File: src/rtl/seg7_scan_capture.sv
// Captures a three-digit multiplexed 7-segment scan into hex nibbles, with stability filtering.
// Optional SEG7_CAP_BIN_EN adds a registered binary value of the frame and a BCD-valid flag.
module seg7_scan_capture #(
  parameter int STABLE_CYCLES = 16
) (
  input  logic       clk,
  input  logic       rst,
  input  logic [2:0] dig_sel,
  input  logic [6:0] seg,
  output logic [3:0] digit0,
  output logic [3:0] digit1,
  output logic [3:0] digit2,
  output logic       frame_valid,
  output logic       pat_err
`ifdef SEG7_CAP_BIN_EN
  ,
  output logic [9:0] value,
  output logic       bcd_ok
`endif
);

  localparam logic [7:0] STABLE_MAX = 8'(STABLE_CYCLES);

  typedef enum logic [1:0] {
    IDLE   = 2'd0,
    SETTLE = 2'd1,
    HOLD   = 2'd2
  } state_t;

  function automatic logic is_onehot(input logic [2:0] sel);
    return (sel == 3'b001) || (sel == 3'b010) || (sel == 3'b100);
  endfunction

  // Returns {valid, nibble}; valid is low for patterns outside the hex table.
  function automatic logic [4:0] seg_decode(input logic [6:0] s);
    logic [4:0] r;
    case (s)
      7'h3F: r = {1'b1, 4'h0};
      7'h06: r = {1'b1, 4'h1};
      7'h5B: r = {1'b1, 4'h2};
      7'h4F: r = {1'b1, 4'h3};
      7'h66: r = {1'b1, 4'h4};
      7'h6D: r = {1'b1, 4'h5};
      7'h7D: r = {1'b1, 4'h6};
      7'h07: r = {1'b1, 4'h7};
      7'h7F: r = {1'b1, 4'h8};
      7'h6F: r = {1'b1, 4'h9};
      7'h77: r = {1'b1, 4'hA};
      7'h7C: r = {1'b1, 4'hB};
      7'h39: r = {1'b1, 4'hC};
      7'h5E: r = {1'b1, 4'hD};
      7'h79: r = {1'b1, 4'hE};
      7'h71: r = {1'b1, 4'hF};
      default: r = 5'b0_0000;
    endcase
    return r;
  endfunction

  function automatic logic [7:0] sat_inc(input logic [7:0] c);
    return (c >= STABLE_MAX) ? STABLE_MAX : c + 8'd1;
  endfunction

  logic [9:0]      samp_p0_q, samp_p0_d;
  logic [9:0]      samp_p1_q, samp_p1_d;
  state_t          state_q, state_d;
  logic [7:0]      cnt_q, cnt_d;
  logic [9:0]      stored_q, stored_d;
  logic [2:0][3:0] digit_q, digit_d;
  logic [2:0]      captured_q, captured_d;
  logic            frame_valid_q, frame_valid_d;
  logic            pat_err_q, pat_err_d;

  logic [2:0] cur_sel;
  logic [6:0] cur_seg;
  logic       same;
  logic [7:0] cnt_inc;
  logic [4:0] dec;
  logic [7:0] reload_cnt;

  assign cur_sel    = samp_p1_q[9:7];
  assign cur_seg    = samp_p1_q[6:0];
  assign same       = (samp_p1_q == stored_q);
  assign cnt_inc    = sat_inc(cnt_q);
  assign dec        = seg_decode(cur_seg);
  // Blanking (000) never counts toward a bad-strobe error.
  assign reload_cnt = (cur_sel == 3'b000) ? 8'd0 : 8'd1;

  // Stage p0/p1: two-flop input synchronizer
  always_comb begin
    samp_p0_d = {dig_sel, seg};
    samp_p1_d = samp_p0_q;
  end

  always_comb begin
    state_d       = state_q;
    cnt_d         = cnt_q;
    stored_d      = stored_q;
    digit_d       = digit_q;
    pat_err_d     = pat_err_q;
    frame_valid_d = &captured_q;
    captured_d    = (&captured_q) ? 3'b000 : captured_q;

    case (state_q)
      IDLE: begin
        if (is_onehot(cur_sel)) begin
          state_d  = SETTLE;
          stored_d = samp_p1_q;
          cnt_d    = 8'd1;
        end else if ((cur_sel != 3'b000) && same) begin
          cnt_d = cnt_inc;
          if (cnt_inc == STABLE_MAX) pat_err_d = 1'b1;
        end else begin
          stored_d = samp_p1_q;
          cnt_d    = reload_cnt;
        end
      end
      SETTLE, HOLD: begin
        if (same) begin
          if (state_q == SETTLE) begin
            cnt_d = cnt_inc;
            if (cnt_inc == STABLE_MAX) begin
              state_d = HOLD;
              if (dec[4]) begin
                if (cur_sel[2]) digit_d[0] = dec[3:0];
                if (cur_sel[1]) digit_d[1] = dec[3:0];
                if (cur_sel[0]) digit_d[2] = dec[3:0];
                captured_d = captured_d | {cur_sel[0], cur_sel[1], cur_sel[2]};
              end else begin
                pat_err_d = 1'b1;
              end
            end
          end
        end else if (is_onehot(cur_sel)) begin
          state_d  = SETTLE;
          stored_d = samp_p1_q;
          cnt_d    = 8'd1;
        end else begin
          state_d  = IDLE;
          stored_d = samp_p1_q;
          cnt_d    = reload_cnt;
        end
      end
      default: state_d = IDLE;
    endcase
  end

  always_ff @(posedge clk) begin
    if (rst) begin
      samp_p0_q     <= '0;
      samp_p1_q     <= '0;
      state_q       <= IDLE;
      cnt_q         <= '0;
      stored_q      <= '0;
      digit_q       <= '0;
      captured_q    <= '0;
      frame_valid_q <= 1'b0;
      pat_err_q     <= 1'b0;
    end else begin
      samp_p0_q     <= samp_p0_d;
      samp_p1_q     <= samp_p1_d;
      state_q       <= state_d;
      cnt_q         <= cnt_d;
      stored_q      <= stored_d;
      digit_q       <= digit_d;
      captured_q    <= captured_d;
      frame_valid_q <= frame_valid_d;
      pat_err_q     <= pat_err_d;
    end
  end

  assign digit0      = digit_q[0];
  assign digit1      = digit_q[1];
  assign digit2      = digit_q[2];
  assign frame_valid = frame_valid_q;
  assign pat_err     = pat_err_q;

`ifdef SEG7_CAP_BIN_EN
  logic [9:0] value_q, value_d;
  logic       bcd_ok_q, bcd_ok_d;
  logic       all_dec;
  logic [9:0] bin_sum;

  assign all_dec = (digit_q[0] <= 4'd9) && (digit_q[1] <= 4'd9) && (digit_q[2] <= 4'd9);
  assign bin_sum = ({6'd0, digit_q[2]} * 10'd100) + ({6'd0, digit_q[1]} * 10'd10)
                 + {6'd0, digit_q[0]};

  // Latched on the same edge that raises frame_valid, from the completed frame's digits.
  always_comb begin
    value_d  = value_q;
    bcd_ok_d = bcd_ok_q;
    if (&captured_q) begin
      bcd_ok_d = all_dec;
      value_d  = all_dec ? bin_sum : 10'd0;
    end
  end

  always_ff @(posedge clk) begin
    if (rst) begin
      value_q  <= '0;
      bcd_ok_q <= 1'b0;
    end else begin
      value_q  <= value_d;
      bcd_ok_q <= bcd_ok_d;
    end
  end

  assign value  = value_q;
  assign bcd_ok = bcd_ok_q;
`endif

endmodule

File: config.mk
export PLATFORM = sky130hd
export DESIGN_NAME = seg7_scan_capture
export DESIGN_NICKNAME = d
export VERILOG_FILES = /design/src/rtl/seg7_scan_capture.sv
export SDC_FILE = /design/constraint.sdc
export NUM_CORES = 1
export LEC_CHECK = 0
export ABC_AREA = 0
export BUFFER_PORTS_ARGS = -buffer_cell sky130_fd_sc_hd__buf_2
export CAP_MARGIN = 20
export CORE_MARGIN = 5
export CORE_UTILIZATION = 53
export DETAILED_ROUTE_END_ITERATION = 6
export GPL_TIMING_DRIVEN = 1
export HOLD_SLACK_MARGIN = 0.08
export PLACE_DENSITY = 0.75
export SLEW_MARGIN = 20
export SYNTH_ARGS = -nofsm -noshare
export SYNTH_HDL_FRONTEND = slang
export SYNTH_SLANG_ARGS = --single-unit
File: constraint.sdc
create_clock -name clk -period 2 [get_ports clk]
set_input_delay 0.2 -clock clk [delete_from_list [all_inputs] [get_ports clk]]
set_output_delay 0.2 -clock clk [all_outputs]
set_load 0.005 [all_outputs]
==> flow_summary.json, run 1 <==
{
  "drc": 0,
  "crit_fanout": 8,
  "synth.avg_cell_area_um2": 10.0,
  "synthAdderAreaFrac": 0.0324,
  "worstHoldStart": "seg[1]",
  "antenna_found_initial": 0,
  "tns_ns": 0,
  "fp.dieH_um": 85.4,
  "detailed_place_hpwl_mm": 4.44,
  "start_util": 0.547,
  "maxCapViolations": 0,
  "total_power_uw": 2600,
  "fin_worst_skew_ns": 0.0119,
  "cts_tree": "done",
  "max_freq_mhz": 532,
  "yosysWarningCount": 0,
  "synthXorXnorAreaFrac": 0.0473,
  "power.density_nw_per_um2": 709,
  "htreeDepth": 3,
  "synth-simple-area-share": 0.257,
  "r2r_setup_slack_ns": 0.12,
  "cts_buffers": 9,
  "min_to": "samp_p0_q[1]",
  "io_pins": 26,
  "cp-end-kind": "flip-flop",
  "via_per_inst": 5.60,
  "drive_gt1_frac": 0.307,
  "clock_path_buffers": 2,
  "leakage_uw": 0.00152,
  "regToRegEndpoint": "cnt_q[3]",
  "synthArstFlopShare": 0,
  "synthCells": 300,
  "synth.most_common_cell": "dfxtp_1",
  "drt_iter0_drc": 151,
  "overflow": 0,
  "placed_cell_area_um2": 3330,
  "final_cells": 427,
  "gr-usage-all-layers": 0.187,
  "syn-num-nets": 319,
  "grt_pass1_wl_mm": 11.0,
  "synth_mux_area_frac": 0.0664,
  "yosys-top-cells-count": "57 x dfxtp_1, 25 x nor2b_1, 20 x mux2i_1",
  "finalWirelength_mm": 6.31,
  "cp.required_ns": 2.22,
  "yosysTopAreaCell": "dfxtp_1",
  "synth-compound-area-share": 0.171,
  "synth-seq-cells": 57,
  "yosysTopAreaCellShare": 0.379,
  "drtPass1Iterations": 4,
  "fin_util": 0.666,
  "synthToLayoutAreaGrowth_pct": 21.7,
  "maxSlewHeadroom": 0.558,
  "routabilityCongestion": 0.861,
  "synth_area_leaders": "dfxtp_1 38%, mux2i_1 6.6%, nor2b_1 5.2%",
  "slew_violations": 0,
  "finalCritPeriodShare": 0.939,
  "post-place-cells": 403,
  "cts.sinks": 57,
  "cp-start-kind": "flip-flop",
  "ys_types": 69,
  "root_buffer": "clkbuf_8",
  "worstReg2RegStart": "state_q[1]",
  "grt_max_degree": 41,
  "vias": 2390,
  "die_w_um": 85.4,
  "hold_viol_final": 0,
  "worst_pin_slew_ns": 0.663,
  "setup_viol": 0,
  "core_area_um2": 5510,
  "stdcell_area_um2": 3670,
  "n_antenna_cell": 0,
  "path_class": "flip-flop to flip-flop",
  "ir_drop_uv": 516,
  "reg2reg_depth": 6,
  "grt_pass1_vias": 2445,
  "cts.reportedPaths.clkPinSlew_ns": 0.07,
  "syn-cell-area_um2": 3010,
  "drtAntennaViolNets": 0,
  "clock_latency_ns": 0.34,
  "cts_setup_buffers": 0,
  "die_area_um2": 7290,
  "wl_per_cell_um": 14.8,
  "yosys_most_used_dff": "dfxtp_1",
  "status": "finished clean",
  "port_buffers": 25,
  "hold_class": "input pin to flip-flop",
  "nets": 370,
  "yosysSeqAreaShare": 0.379,
  "fin_crit_ns": 1.88,
  "rows": 27,
  "synth_edf_count": 0,
  "grt_setup_unrepaired": "true",
  "holdPathStages": 2,
  "cp.arrival_ns": 2.10,
  "synth_top_family_by_area": "simple AND/OR/NAND/NOR gates"
}
[cell type report]
cell class | instances | area, µm²
Tap cell | 72 | 90.1
Inverter | 10 | 37.5
Clock buffer | 12 | 155
Sequential cell | 57 | 1150
Clock inverter | 3 | 40.0
Multi-Input combinational cell | 213 | 1770
Timing Repair Buffer | 60 | 420
Fill cell | 423 | 1840
[sequential cells by signal, indices dropped and copies added (netlist names)]
register     flops
digit0           4
stored_q        10
samp_p1_q       10
frame_valid      1
pat_err          1
cnt_q            8
digit2           4
digit1           4
samp_p0_q       10
captured_q       3
state_q          2
[repair_timing]
action / CTS / global route
setup endpoints to repair: 0 / 32
gates resized for setup: 0 / 22
hold endpoints to repair: 8 / 0
hold buffers: 8 / 0
[layer usage]
layer / routed length (µm) / up-vias / share of wire / track usage
li1: - / 1190 / - / -
met1: 2780 / 1138 / 0.44 / 0.215
met2: 3180 / 52 / 0.50 / 0.327
met3: 243 / 10 / 0.038 / 0.0485
met4: 114 / 0 / 0.018 / 0.0748
met5: 0 / - / 0 / 0
[placed cells by master (no fill, tap or decap), types with 3 or more instances in the layout]
master,n
nand2_1,13
ha_1,6
inv_1,10
a221oi_2,3
dfxtp_1,50
buf_4,26
nand2b_1,13
nor3b_1,4
xnor2_1,5
buf_2,25
a21oi_1,5
dlygate4sd3_1,8
o21ai_0,7
nand3_1,6
o2111ai_4,3
clkbuf_8,11
o21a_1,3
dfxtp_2,5
nor2_1,15
a21o_1,3
nor4_2,3
mux2i_1,20
nor2b_1,25
nor3_1,4
nand3b_1,5
xnor2_2,5
a2bb2oi_1,3
[where the power goes]
group / internal [µW] / switching (µW)
Sequential: 1170 / 34.5
Combinational: 161 / 177
Clock: 632 / 430
[through the flow]
| step | worst slack (ns) | hold slack (ns) |
|---|---|---|
| after floorplan | 0.0430 | 0.328 |
| after detailed placement | 0.0251 | 0.414 |
| final | 0.122 | 0.0932 |
| after global placement | 0.0583 | 0.407 |
| after CTS | 0.0153 | 0.0872 |
| after global routing | -0.00254 | 0.0848 |
[worst max path at each step]
stage                       from        end  slack, ns  cells after the start
finish                state_q[1]   cnt_q[3]       0.12                      6
global route        samp_p1_q[2]   cnt_q[2]     -0.003                      6
CTS                 samp_p1_q[6]  digit2[3]       0.02                      6
detailed placement  samp_p1_q[4]  digit2[3]       0.03                      5
global placement    samp_p1_q[0]  digit1[3]       0.06                      6
floorplan               cnt_q[0]  digit0[3]       0.04                      6
[cell families after synthesis]
kind of cell               after synthesis
xor gates and xnor gates                12
AOI/OAI and AO/OA                       54
adders and majority gates                8
muxes                                   20
DFF                                     57
and+or+nand+nor                        119
buffers and inverters                   30
[critical path: stages (launching register included)]
cell and delay, ns:
dfxtp_1 0.38, inv_1 0.11, ha_2 0.42, nand2b_1 0.16, nor4_2 0.26, nor2_1 0.20
a32o_1 0.25
Note: power is estimated with default switching activity, not from simulation.
==> inputs of run 2 (changes only) <==
--- a/config.mk
+++ b/config.mk
@@ -5,15 +5,15 @@
 export SDC_FILE = /design/constraint.sdc
 export NUM_CORES = 1
 export LEC_CHECK = 0
-export ABC_AREA = 0
+export ABC_AREA = 1
 export BUFFER_PORTS_ARGS = -buffer_cell sky130_fd_sc_hd__buf_2
 export CAP_MARGIN = 20
 export CORE_MARGIN = 5
-export CORE_UTILIZATION = 53
+export CORE_UTILIZATION = 60
 export DETAILED_ROUTE_END_ITERATION = 6
 export GPL_TIMING_DRIVEN = 1
 export HOLD_SLACK_MARGIN = 0.08
-export PLACE_DENSITY = 0.75
+export PLACE_DENSITY = 0.8
 export SLEW_MARGIN = 20
 export SYNTH_ARGS = -nofsm -noshare
 export SYNTH_HDL_FRONTEND = slang
==> constraint.sdc (replaced) <==
create_clock -name clk -period 2.4 [get_ports clk]
set_input_delay 0.24 -clock clk [delete_from_list [all_inputs] [get_ports clk]]
set_output_delay 0.24 -clock clk [all_outputs]
set_load 0.005 [all_outputs]
==> run 2 against run 1 <==
Clock-buffer cell count fell by 2. Sequential power decreased by 4%. Clock power decreased by 17%. Clock skew decreased by 0.0026 ns. Die area is 15% lower. Via count up 10%. Maximum frequency is 6.7% lower. Total power is 13% higher. Sequential cell count did not move.
==> flow_summary.json, run 2 <==
{
  "yosys_most_used_dff": "dfxtp_1",
  "cp-start-kind": "flip-flop",
  "root_buffer": "clkbuf_8",
  "maxSlewHeadroom": 0.538,
  "htreeDepth": 3,
  "io_pins": 26,
  "cp.required_ns": 2.63,
  "synthToLayoutAreaGrowth_pct": 13.0,
  "leakage_uw": 0.00179,
  "path_depth": 12,
  "finalWirelength_mm": 5.87,
  "start_util": 0.609,
  "p_seq_frac": 0.394,
  "path_cells": "inv_1 > nand2_1 > nand2_1 > nor2_1 > nand2_1 > nor2_4 > nand2_1 > nand2_1 > nor2_2 > nand2_1 > nand2_1 > nor2_1",
  "fin_worst_skew_ns": 0.00930,
  "multi_input_area_um2": 1370,
  "syn-cell-area_um2": 2840,
  "final_cells": 534,
  "status": "finished clean",
  "gr-usage-all-layers": 0.212,
  "drive_gt1_frac": 0.138,
  "drtAntennaViolNets": 0,
  "clock_path_buffers": 2,
  "intPower_uw": 1860,
  "slew_violations": 0,
  "crit_fanout": 20,
  "top_regs": "samp_p0_q: 10 flops, samp_p1_q: 10 flops, stored_q: 10 flops",
  "fin_crit_ns": 2.01,
  "hold_class": "input pin to flip-flop",
  "cts_setup_buffers": 0,
  "postCtsHoldBufs": 0,
  "placed_cell_area_um2": 3010,
  "sw_frac_of_total": 0.364,
  "cts_tree": "done",
  "core_area_um2": 4660,
  "nets": 495,
  "synth-seq-cells": 57,
  "stdcell_area_um2": 3210,
  "via_per_inst": 4.92,
  "setup_ws_ns": 0.387,
  "final_cell_mix": "126 x nand2_1, 105 x nor2_1, 71 x inv_1, 57 x dfxtp_1, 25 x buf_2",
  "cp.buffers_inverters": 1,
  "drtPass1Iterations": 4,
  "synth.most_common_cell": "nand2_1",
  "synth_edf_count": 0,
  "yosysSeqAreaShare": 0.402,
  "cp.arrival_ns": 2.24,
  "drc": 0,
  "detailed_place_hpwl_mm": 4.45,
  "yosysTopAreaCellShare": 0.402,
  "worst_pin_slew_ns": 0.692,
  "ys_types": 26,
  "synthCells": 446,
  "place_ws_ns": 0.0529,
  "cp_slowest_cell": "nor2_2",
  "final_common_cell": "nand2_1",
  "setup_viol": 0,
  "p_comb_frac": 0.305,
  "cpLargestDelayFamily": "simple AND/OR/NAND/NOR gates",
  "grt_setup_unrepaired": "false",
  "port_buffers": 25,
  "synthArstFlopShare": 0,
  "grt_pass1_wl_mm": 10.4,
  "yosysTopAreaCell": "dfxtp_1",
  "p_sw_uw": 1070,
  "p_clk_frac": 0.301,
  "grt_pass1_vias": 2498,
  "post-place-cells": 519,
  "reg2reg_depth": 12,
  "synth.avg_cell_area_um2": 6.37,
  "yosysWarningCount": 0,
  "grt_max_degree": 28,
  "cp-end-kind": "flip-flop",
  "postCtsResizedCells": 0,
  "wl_per_cell_um": 11.0,
  "cts.reportedPaths.clkPinSlew_ns": 0.07,
  "fp.dieH_um": 78.8,
  "die_w_um": 78.8,
  "regToRegEndpoint": "stored_q[5]",
  "power.density_nw_per_um2": 913,
  "ir_drop_uv": 593,
  "overflow": 0,
  "path_class": "flip-flop to flip-flop",
  "clock_latency_ns": 0.33,
  "seq_area_um2": 1140,
  "cts_buffers": 9,
  "yosys-top-cells-count": "126 x nand2_1, 106 x nor2_1, 71 x inv_1",
  "die_area_um2": 6210,
  "finalCritPeriodShare": 0.839,
  "routabilityCongestion": 0.905,
  "n_fill_cell": 434,
  "max_freq_mhz": 497,
  "antenna_found_initial": 0,
  "min_to": "samp_p0_q[9]",
  "rows": 25,
  "path_common_cell": "nand2_1",
  "n_antenna_cell": 0,
  "worstHoldStart": "dig_sel[2]",
  "drt_iter0_drc": 102,
  "cts.sinks": 57,
  "r2r_setup_slack_ns": 0.39,
  "hold_viol_final": 0,
  "vias": 2629,
  "maxCapViolations": 0,
  "worstReg2RegStart": "samp_p1_q[7]",
  "tns_ns": 0,
  "fin_util": 0.688,
  "holdPathStages": 3,
  "syn-num-nets": 465,
  "synth_area_leaders": "dfxtp_1 40%, nand2_1 17%, nor2_1 14%",
  "critPathMaxStageDelay_ns": 0.56
}
-- run 2: cell count changes after synthesis, moves of 5 or more --
| cell | before | now |
|---|---|---|
| nand2b_1 | 13 | 0 |
| nand3_1 | 6 | 15 |
| mux2i_1 | 20 | 0 |
| xnor2_1 | 5 | 0 |
| nor2b_1 | 25 | 0 |
| nand4_1 | 2 | 7 |
| inv_1 | 10 | 71 |
| xnor2_2 | 5 | 0 |
| nor2_1 | 15 | 106 |
| inv_2 | 0 | 6 |
| nand2_1 | 13 | 126 |
-- run 2: area by class of cell --
cell class              count  share of cell area
multi-input cells         303               0.427
flip-flops and latches     57               0.356
clock buffers              10              0.0429
well taps                  54              0.0211
inverters                  77              0.0901
repair buffers             28              0.0460
clock inverters             5              0.0176
-- run 2: worst register-to-register path, stage by stage, from the launching register on --
cell,delay [ns]
dfxtp_1,0.36
inv_1,0.13
nand2_1,0.06
nand2_1,0.05
nor2_1,0.04
nand2_1,0.22
nor2_4,0.09
nand2_1,0.08
nand2_1,0.07
nor2_2,0.56
nand2_1,0.11
nand2_1,0.10
nor2_1,0.04
-- run 2: cells by family (layout without fill, tap and decap cells) --
family          after synthesis  count (layout)  share of synthesized area
simple gates                279             279                      0.419
compound gates               17              17                     0.0313
fa+ha+maj                     7               7                     0.0308
flops                        57              57                      0.402
buf+inv                      86             120                      0.117
-- run 2: worst max path at each step --
stage	start	end	slack (ns)
floorplan	state_q[0]	stored_q[0]	0.85
global placement	samp_p1_q[7]	stored_q[2]	0.15
detailed placement	samp_p1_q[7]	stored_q[5]	0.05
CTS	samp_p1_q[7]	stored_q[5]	0.03
global route	samp_p1_q[7]	stored_q[6]	0.1
finish	samp_p1_q[7]	stored_q[5]	0.39
-- run 2: through the flow --
step           power [µW]  hold WS, ns
6_report             2930        0.100
5_1_grt              3160        0.112
4_1_cts              2940       0.0975
3_5_place_dp         2060        0.398
3_3_place_gp         2040        0.392
2_1_floorplan        1880        0.347
-- run 2: routing by layer --
metal | up-vias | track usage | part of all wire | routed length (µm)
met2 | 52 | 0.362 | 0.49 | 2900
met1 | 1163 | 0.249 | 0.44 | 2560
met5 | - | 0 | 0 | 0
met4 | 0 | 0.114 | 0.030 | 175
li1 | 1399 | - | - | -
met3 | 15 | 0.0431 | 0.041 | 239
-- run 2: power groups by stage --
stage	registers [µW]	clock network [µW]	logic [µW]
4_1_cts	1150	897	894
2_1_floorplan	1150	0	732
6_report	1150	882	893
5_1_grt	1170	944	1050
3_3_place_gp	1170	0	867
3_5_place_dp	1170	0	891
==> inputs of run 3 (changes only) <==
--- a/config.mk
+++ b/config.mk
@@ -9,11 +9,11 @@
 export BUFFER_PORTS_ARGS = -buffer_cell sky130_fd_sc_hd__buf_2
 export CAP_MARGIN = 20
 export CORE_MARGIN = 5
-export CORE_UTILIZATION = 60
+export CORE_UTILIZATION = 59
 export DETAILED_ROUTE_END_ITERATION = 6
 export GPL_TIMING_DRIVEN = 1
 export HOLD_SLACK_MARGIN = 0.08
-export PLACE_DENSITY = 0.8
+export PLACE_DENSITY = 0.79
 export SLEW_MARGIN = 20
 export SYNTH_ARGS = -nofsm -noshare
 export SYNTH_HDL_FRONTEND = slang
==> constraint.sdc (replaced) <==
create_clock -name clk -period 2 [get_ports clk]
set_input_delay 0.2 -clock clk [delete_from_list [all_inputs] [get_ports clk]]
set_output_delay 0.2 -clock clk [all_outputs]
set_load 0.005 [all_outputs]
==> run 3 against run 2 <==
Highest routed layer unchanged. Critical endpoint unchanged. Combinational power up 24%. Sequential power up 21%. Hold slack better by 0.22 ns.
==> flow_summary.json, run 3 (same netlist as run 2, synthesis figures left out) <==
{
  "wl_per_cell_um": 10.9,
  "grt_max_degree": 28,
  "sw_frac_of_total": 0.370,
  "worst_pin_slew_ns": 0.413,
  "cts.reportedPaths.clkPinSlew_ns": 0.06,
  "die_w_um": 79.4,
  "multi_input_area_um2": 1400,
  "hold_class": "input pin to flip-flop",
  "cts.sinks": 57,
  "overflow": 0,
  "holdPathStages": 4,
  "cp-start-kind": "flip-flop",
  "grt_pass1_vias": 2479,
  "n_fill_cell": 380,
  "worstHoldStart": "rst",
  "fin_worst_skew_ns": 0.00809,
  "clock_latency_ns": 0.35,
  "p_comb_frac": 0.311,
  "power.density_nw_per_um2": 1070,
  "cp.required_ns": 2.24,
  "cts_buffers": 9,
  "port_buffers": 25,
  "intPower_uw": 2250,
  "n_antenna_cell": 0,
  "regToRegEndpoint": "stored_q[5]",
  "cp.arrival_ns": 2.09,
  "antenna_found_initial": 0,
  "p_seq_frac": 0.388,
  "routabilityCongestion": 0.901,
  "start_util": 0.605,
  "top_regs": "samp_p0_q: 10 flops, samp_p1_q: 10 flops, stored_q: 10 flops",
  "stdcell_area_um2": 3350,
  "drtAntennaViolNets": 0,
  "highest_layer": "met4",
  "slew_violations": 0,
  "cts_tree": "done",
  "drt_iter0_drc": 188,
  "wl_met2_mm": 2.83,
  "crit_fanout": 20,
  "worstReg2RegStart": "samp_p1_q[4]",
  "io_pins": 26,
  "setup_viol": 0,
  "vias": 2666,
  "r2r_setup_slack_ns": 0.15,
  "placed_cell_area_um2": 3020,
  "synthToLayoutAreaGrowth_pct": 18.1,
  "clock_path_buffers": 2,
  "maxSlewHeadroom": 0.724,
  "tns_ns": 0,
  "final_cell_mix": "125 x nand2_1, 106 x nor2_1, 70 x inv_1, 56 x dfxtp_1, 25 x buf_2",
  "drc": 0,
  "hold_viol_final": 0,
  "core_area_um2": 4690,
  "status": "finished clean",
  "grt_pass1_wl_mm": 10.6,
  "gr-usage-all-layers": 0.217,
  "reg2reg_depth": 12,
  "drtPass1Iterations": 4,
  "path_class": "flip-flop to flip-flop",
  "finalWirelength_mm": 5.95,
  "fin_crit_ns": 1.85,
  "final_common_cell": "nand2_1",
  "p_sw_uw": 1320,
  "min_to": "cnt_q[5]",
  "p_clk_frac": 0.301,
  "grt_setup_unrepaired": "false",
  "ir_drop_uv": 740,
  "root_buffer": "clkbuf_8",
  "detailed_place_hpwl_mm": 4.22,
  "fp.dieH_um": 79.4,
  "crit_start": "samp_p1_q[4]",
  "wl_met1_mm": 2.68,
  "die_area_um2": 6300,
  "cp-end-kind": "flip-flop",
  "finalCritPeriodShare": 0.927,
  "cts_setup_buffers": 0,
  "rows": 25,
  "drive_gt1_frac": 0.140,
  "max_freq_mhz": 539,
  "maxCapViolations": 0,
  "seq_area_um2": 1140,
  "nets": 506,
  "leakage_uw": 0.00184,
  "met3_length_um": 249,
  "via_per_inst": 4.88,
  "htreeDepth": 3
}
## run 3: changes by cell type in the layout (fill, tap and decap cells not counted), moves of 2 or more
cell / change
nor2_2: -2
nand4_2: -2
nand4_4: +2
dlygate4sd3_1: +10
## run 3: worst max path at each step
| stage | endpoint | cells after the start |
|---|---|---|
| 2_1_floorplan | stored_q[0] | 9 |
| 3_3_place_gp | digit0[0] | 8 |
| 3_5_place_dp | digit1[2] | 8 |
| 4_1_cts | digit1[2] | 8 |
| 5_1_grt | stored_q[9] | 13 |
| 6_report | stored_q[5] | 12 |
## run 3: repair_timing
action	4_1_cts	5_1_grt
endpoints found under the setup margin	0	15
endpoints found under the hold margin	10	0
gates resized for setup	0	8
hold buffers	10	0
## run 3: routing by layer
layer,GRT usage,up-vias
met4,0.143,0
met3,0.0488,17
met1,0.252,1182
met2,0.357,55
met5,0,-
li1,-,1412
## run 3: per-stage QoR
| step | instances | hold WS [ns] | utilization | power, µW | worst slack (ns) |
|---|---|---|---|---|---|
| detailed placement | 520 | 0.392 | 0.643 | 2470 | 0.153 |
| floorplan | 446 | 0.307 | - | 2260 | 0.447 |
| global placement | 520 | 0.392 | 0.643 | 2430 | 0.194 |
| CTS | 546 | 0.301 | 0.707 | 3570 | 0.120 |
| finish | 546 | 0.316 | 0.714 | 3570 | 0.146 |
| global route | 546 | 0.327 | 0.714 | 3850 | 0.00405 |
## run 3: power groups by stage
stage	Combinational [µW]	Clock, µW	Sequential, µW
2_1_floorplan	878	0	1380
3_3_place_gp	1020	0	1400
3_5_place_dp	1060	0	1410
4_1_cts	1090	1100	1380
5_1_grt	1270	1170	1410
6_report	1110	1080	1390
## run 3: layout make-up
class | count | area share
clock inverters | 5 | 0.0164
repair buffers | 39 | 0.0761
flip-flops and latches | 57 | 0.341
well taps | 54 | 0.0202
inverters | 77 | 0.0870
multi-input cells | 303 | 0.417
clock buffers | 11 | 0.0422
## run 3: critical path, stage by stage, from the launching register on
cell	delay (ns)
dfxtp_1	0.45
inv_2	0.10
nand2_1	0.07
nand2_1	0.06
nor2_2	0.19
nand3_4	0.13
nor2_4	0.15
nand2_1	0.09
nand2_1	0.07
nor2_1	0.04
buf_4	0.20
nor2_1	0.14
nor2_1	0.07
